<file path="src/rtl/mul_seq.sv">
// mul_seq: iterative shift-add multiply sequencer with one or two writebacks and N/Z flags.
module mul_seq #(
  parameter int WIDTH = 32
) (
  input  logic             clk,
  input  logic             reset,
  input  logic             start,
  input  logic             long_op,
  input  logic             signed_op,
  input  logic             cancel,
  input  logic [WIDTH-1:0] a,
  input  logic [WIDTH-1:0] b,
  output logic             busy,
  output logic             wb_lo,
  output logic             wb_hi,
  output logic [WIDTH-1:0] result,
  output logic             done,
  output logic             flag_n,
  output logic             flag_z
);
  localparam int CW = $clog2(WIDTH);
  typedef enum logic [2:0] {IDLE, CALC, FIX, WBLO, WBHI} state_t;
  state_t             state_q, state_d;
  logic [CW-1:0]      cnt_q, cnt_d;
  logic [2*WIDTH-1:0] prod_q, prod_d, fixed;
  logic [WIDTH-1:0]   ma_q, ma_d, a_mag, b_mag;
  logic               neg_q, neg_d, long_q, long_d, sgn, accept;
  logic [WIDTH:0]     sum;
  logic               busy_d, wb_lo_d, wb_hi_d, done_d, flag_n_d, flag_z_d;
  logic [WIDTH-1:0]   result_d;

  assign sgn    = signed_op & long_op;
  assign a_mag  = (sgn & a[WIDTH-1]) ? -a : a;
  assign b_mag  = (sgn & b[WIDTH-1]) ? -b : b;
  assign accept = (state_q == IDLE) & start & ~cancel;
  assign sum    = {1'b0, prod_q[2*WIDTH-1:WIDTH]} + (prod_q[0] ? {1'b0, ma_q} : '0);
  assign fixed  = neg_q ? -prod_q : prod_q;

  always_ff @(posedge clk or negedge reset) begin
    if (!reset) state_q <= IDLE;
    else        state_q <= state_d;
  end

  always_comb begin
    state_d = state_q;
    case (state_q)
      IDLE:    state_d = start ? CALC : IDLE;
      CALC:    state_d = (cnt_q == '0) ? FIX : CALC;
      FIX:     state_d = WBLO;
      WBLO:    state_d = long_q ? WBHI : IDLE;
      default: state_d = IDLE;
    endcase
    if (cancel) state_d = IDLE;
  end

  always_comb begin
    cnt_d  = cnt_q;
    prod_d = prod_q;
    ma_d   = ma_q;
    neg_d  = neg_q;
    long_d = long_q;
    if (accept) begin
      cnt_d  = CW'(WIDTH - 1);
      prod_d = {{WIDTH{1'b0}}, b_mag};
      ma_d   = a_mag;
      neg_d  = sgn & (a[WIDTH-1] ^ b[WIDTH-1]);
      long_d = long_op;
    end else if (state_q == CALC) begin
      cnt_d  = cnt_q - 1'b1;
      prod_d = {sum, prod_q[WIDTH-1:1]};
    end else if (state_q == FIX) begin
      prod_d = fixed;
    end
  end

  // Outputs are registered from the next state so they line up with the state they describe.
  always_comb begin
    busy_d   = state_d != IDLE;
    wb_lo_d  = state_d == WBLO;
    wb_hi_d  = state_d == WBHI;
    done_d   = (wb_lo_d & ~long_q) | wb_hi_d;
    result_d = wb_lo_d ? fixed[WIDTH-1:0] : wb_hi_d ? prod_q[2*WIDTH-1:WIDTH] : result;
    flag_n_d = wb_lo_d ? (long_q ? fixed[2*WIDTH-1] : fixed[WIDTH-1]) : flag_n;
    flag_z_d = wb_lo_d ? (long_q ? ~|fixed : ~|fixed[WIDTH-1:0]) : flag_z;
  end

  always_ff @(posedge clk or negedge reset) begin
    if (!reset) begin
      cnt_q  <= '0;
      prod_q <= '0;
      ma_q   <= '0;
      neg_q  <= 1'b0;
      long_q <= 1'b0;
      busy   <= 1'b0;
      wb_lo  <= 1'b0;
      wb_hi  <= 1'b0;
      done   <= 1'b0;
      result <= '0;
      flag_n <= 1'b0;
      flag_z <= 1'b0;
    end else begin
      cnt_q  <= cnt_d;
      prod_q <= prod_d;
      ma_q   <= ma_d;
      neg_q  <= neg_d;
      long_q <= long_d;
      busy   <= busy_d;
      wb_lo  <= wb_lo_d;
      wb_hi  <= wb_hi_d;
      done   <= done_d;
      result <= result_d;
      flag_n <= flag_n_d;
      flag_z <= flag_z_d;
    end
  end
endmodule
</file>
<file path="config.mk">
export PLATFORM = sky130hd
export DESIGN_NAME = mul_seq
export DESIGN_NICKNAME = d
export VERILOG_FILES = /design/src/rtl/mul_seq.sv
export SDC_FILE = /design/constraint.sdc
export NUM_CORES = 1
export LEC_CHECK = 0
export ABC_AREA = 0
export CORE_UTILIZATION = 45
export CTS_BUF_LIST = sky130_fd_sc_hd__clkbuf_4 sky130_fd_sc_hd__clkbuf_8
export CTS_CLUSTER_DIAMETER = 80
export CTS_CLUSTER_SIZE = 25
export DETAILED_ROUTE_END_ITERATION = 16
export PLACE_DENSITY = 0.65
export SLEW_MARGIN = 20
export SYNTH_ARGS = -nofsm -noshare
export SYNTH_HDL_FRONTEND = slang
export SYNTH_SLANG_ARGS = --single-unit
export TNS_END_PERCENT = 100
</file>
<file path="constraint.sdc">
create_clock -name clk -period 4.2 [get_ports clk]
set_clock_uncertainty 0.05 [all_clocks]
set_input_delay 0.42 -clock clk [delete_from_list [all_inputs] [get_ports clk]]
set_output_delay 0.42 -clock clk [all_outputs]
set_load 0.005 [all_outputs]
</file>
==> out/results.ini, run 1 <==
[flow_run]
maxCapViolCount=0

[synthesis]
yosysTopAreaCellShare_pct=31.8
netlist_area_um2=11300
yosysMostFrequentCell=dfrtp_1
synthTopCellsByCount=dfrtp_1 (144), nand2_1 (137), nor2_1 (135)
synth_edf_count=0
ys_async_sr_fraction_pct=100
syn_nets=1536
ys_warn_count=0
synth_seq_cells=144
synth_seq_area_share_pct=31.8
yosysUniqueCellTypes=71
syn_avg_cell_area_um2=7.95
synth.area.top_cells=dfrtp_1 (32%), a21oi_1 (5.8%), xor2_1 (5.6%)
synthFlopType=dfrtp_1
synth_top_cell_by_area=dfrtp_1
netlist_instances=1427

[drt]
first_pass_iters=8
viasPerCell=6.12
drt_iter0_markers=1071
postRouteWirelength_mm=36.4
ant_nets=0
wire_per_inst_um=20.0
drc=0
vias=11200

[clock_tree]
clock_latency_ns=0.48
htree_levels=4
root_buffer=clkbuf_8
post_cts_resized=0
numCtsBuffers=17
clockBufferDepth=2
cts.clk_slew.worst_paths_ns=0.10
cts_sinks=144
cts_tree=done

[critical_path]
ff2ff_path_depth=9
end_kind=flip-flop
arrival_ns=4.26
reg2reg_from=prod_q[46]
cp.required_ns=4.56
r2r-end=flag_z
worstPathMaxFanout=8
crit_type=flip-flop to flip-flop
r2r_slack_ns=0.30
worstSetupStartpointType=flip-flop

[place]
gp_congestion=0.950
placedCellCount=1790
dpl.hpwl_mm=26.6
portBuffers=107

[timing]
drv_slew=0
layout_min_cycle_time_ns=3.90
fin_crit_sh_pct=92.9
setup_viol_count_final=0
fmax_mhz=256
relSlewSlack_pct=38.9
final.setup.tns_ns=0
hold_violations=0
tightestPinTransition_ns=0.914
rsz0062_at_grt=no
hold-worst-slack_ns=0.360

[floorplanning]
start_util_pct=46.3
ios=108
fp.dieH_um=161
fp-row-count=57
die_area_um2=25900
die_x_um=161
coreArea_um2=24500

[min_path]
hold_class=input pin to asynchronous set/reset pin

[cells_and_area]
utilization_pct=53.3
num-fill-cells=2364
drive_gt1_share_pct=6.47
synthToLayoutAreaGrowth_pct=15.2
diodes=0
instances_no_fill=1823
fin_nets=1595

[global_routing]
gr-usage-all-layers_pct=28.5
grt_pass1_wl_mm=58.2
grt-ovfl-total=0
grt_max_degree=109
grt_pass1_vias=10400
antenna_found_initial=0

[status]
status=complete, no violations

[power_and_ir_drop]
p_leak_nw=5.18
vdd_drop_max_v=0.000203
p_per_area_nw_per_um2=458
power_mw=5.99

==> per-layer routing <==
layer,wire length (µm),track usage (%),share of wire [%],vias up
met1,16600,41.1,46,5307
met2,16100,43.4,44,445
met4,735,7.59,2.0,0
met5,0,0,0,-
met3,2910,5.71,8.0,63
li1,-,-,-,5339
==> cell usage in the layout (no fill, tap or decap), drive strengths merged, types with 23 or more instances in the layout <==
| cell type | instances |
|---|---|
| dfrtp | 144 |
| nand2 | 137 |
| nor2 | 135 |
| a21oi | 132 |
| o21ai | 123 |
| clkdlybuf4s50 | 106 |
| xor2 | 73 |
| xnor2 | 64 |
| a211oi | 54 |
| ha | 38 |
| nor3 | 37 |
| inv | 37 |
| and2 | 36 |
| a22oi | 31 |
| buf | 31 |
| nand3 | 27 |
| nor4 | 23 |
==> where the power goes <==
part / switching, mW / internal, mW / total [mW]
logic: 1.57 / 1.08 / 2.65
registers: 0.559 / 1.69 / 2.25
clock network: 0.653 / 0.438 / 1.09
==> what timing repair did <==
| action | 4_1_cts | 5_1_grt |
|---|---|---|
| hold buffers | 1 | 0 |
| setup buffers | 0 | 0 |
| endpoints found under the setup margin | 0 | 0 |
| endpoints found under the hold margin | 36 | 0 |
==> stage by stage <==
stage	setup slack, ns	cell area [µm²]
4_1_cts	0.379	13100
2_1_floorplan	0.888	11300
5_1_grt	0.0150	13100
6_report	0.300	13100
3_5_place_dp	0.442	12700
3_3_place_gp	0.519	12700
==> how the worst max path moves through the flow <==
stage                     from    endpoint  slack, ns
finish              prod_q[46]      flag_z       0.30
global route         prod_q[0]  prod_q[61]       0.02
CTS                  prod_q[0]  prod_q[55]       0.38
detailed placement   prod_q[0]  prod_q[55]       0.44
global placement    prod_q[46]      flag_z       0.52
floorplan            prod_q[0]  prod_q[55]       0.89
==> area by class of cell <==
type	count	area, µm²	area share [%]
tap	324	405	3.10
multi-input combinational	1155	7240	55.4
inverter	30	113	0.861
timing repair buffer	138	1330	10.2
clock inverter	15	143	1.09
sequential	144	3600	27.6
clock buffer	17	234	1.79
==> flip-flops by register name, summed over array words and instances (netlist names), 3 cells and up <==
| register | count |
|---|---|
| result | 32 |
| cnt_q | 5 |
| prod_q | 64 |
| state_q | 3 |
| ma_q | 32 |
==> worst max-delay path: stages, from the launching register on <==
cell and delay, ns:
dfrtp_1 0.54, nor3_1 0.61, nand3_1 0.51, nor3_2 0.39, a41oi_1 0.17, xnor2_1 0.43, o2111ai_1 0.20, or4_1 0.55
o41ai_2 0.23, a22o_1 0.16
==> kinds of logic after synthesis <==
logic type	Yosys count	synth area share, %
simple gates	494	21.5
xor+xnor	137	10.6
fa+ha+maj	39	4.37
mux	7	0.639
flops	144	31.8
buf+inv	128	4.55
compound gates	478	26.7
(Power assumes the default switching activity.)
==> inputs of run 2 (changes only) <==
ABC_CLOCK_PERIOD_IN_PS = 4200   (was unset)
CAP_MARGIN = 20   (was unset)
==> results of run 2 <==
Final layout, timing and power as in run 1 (identical DEF).
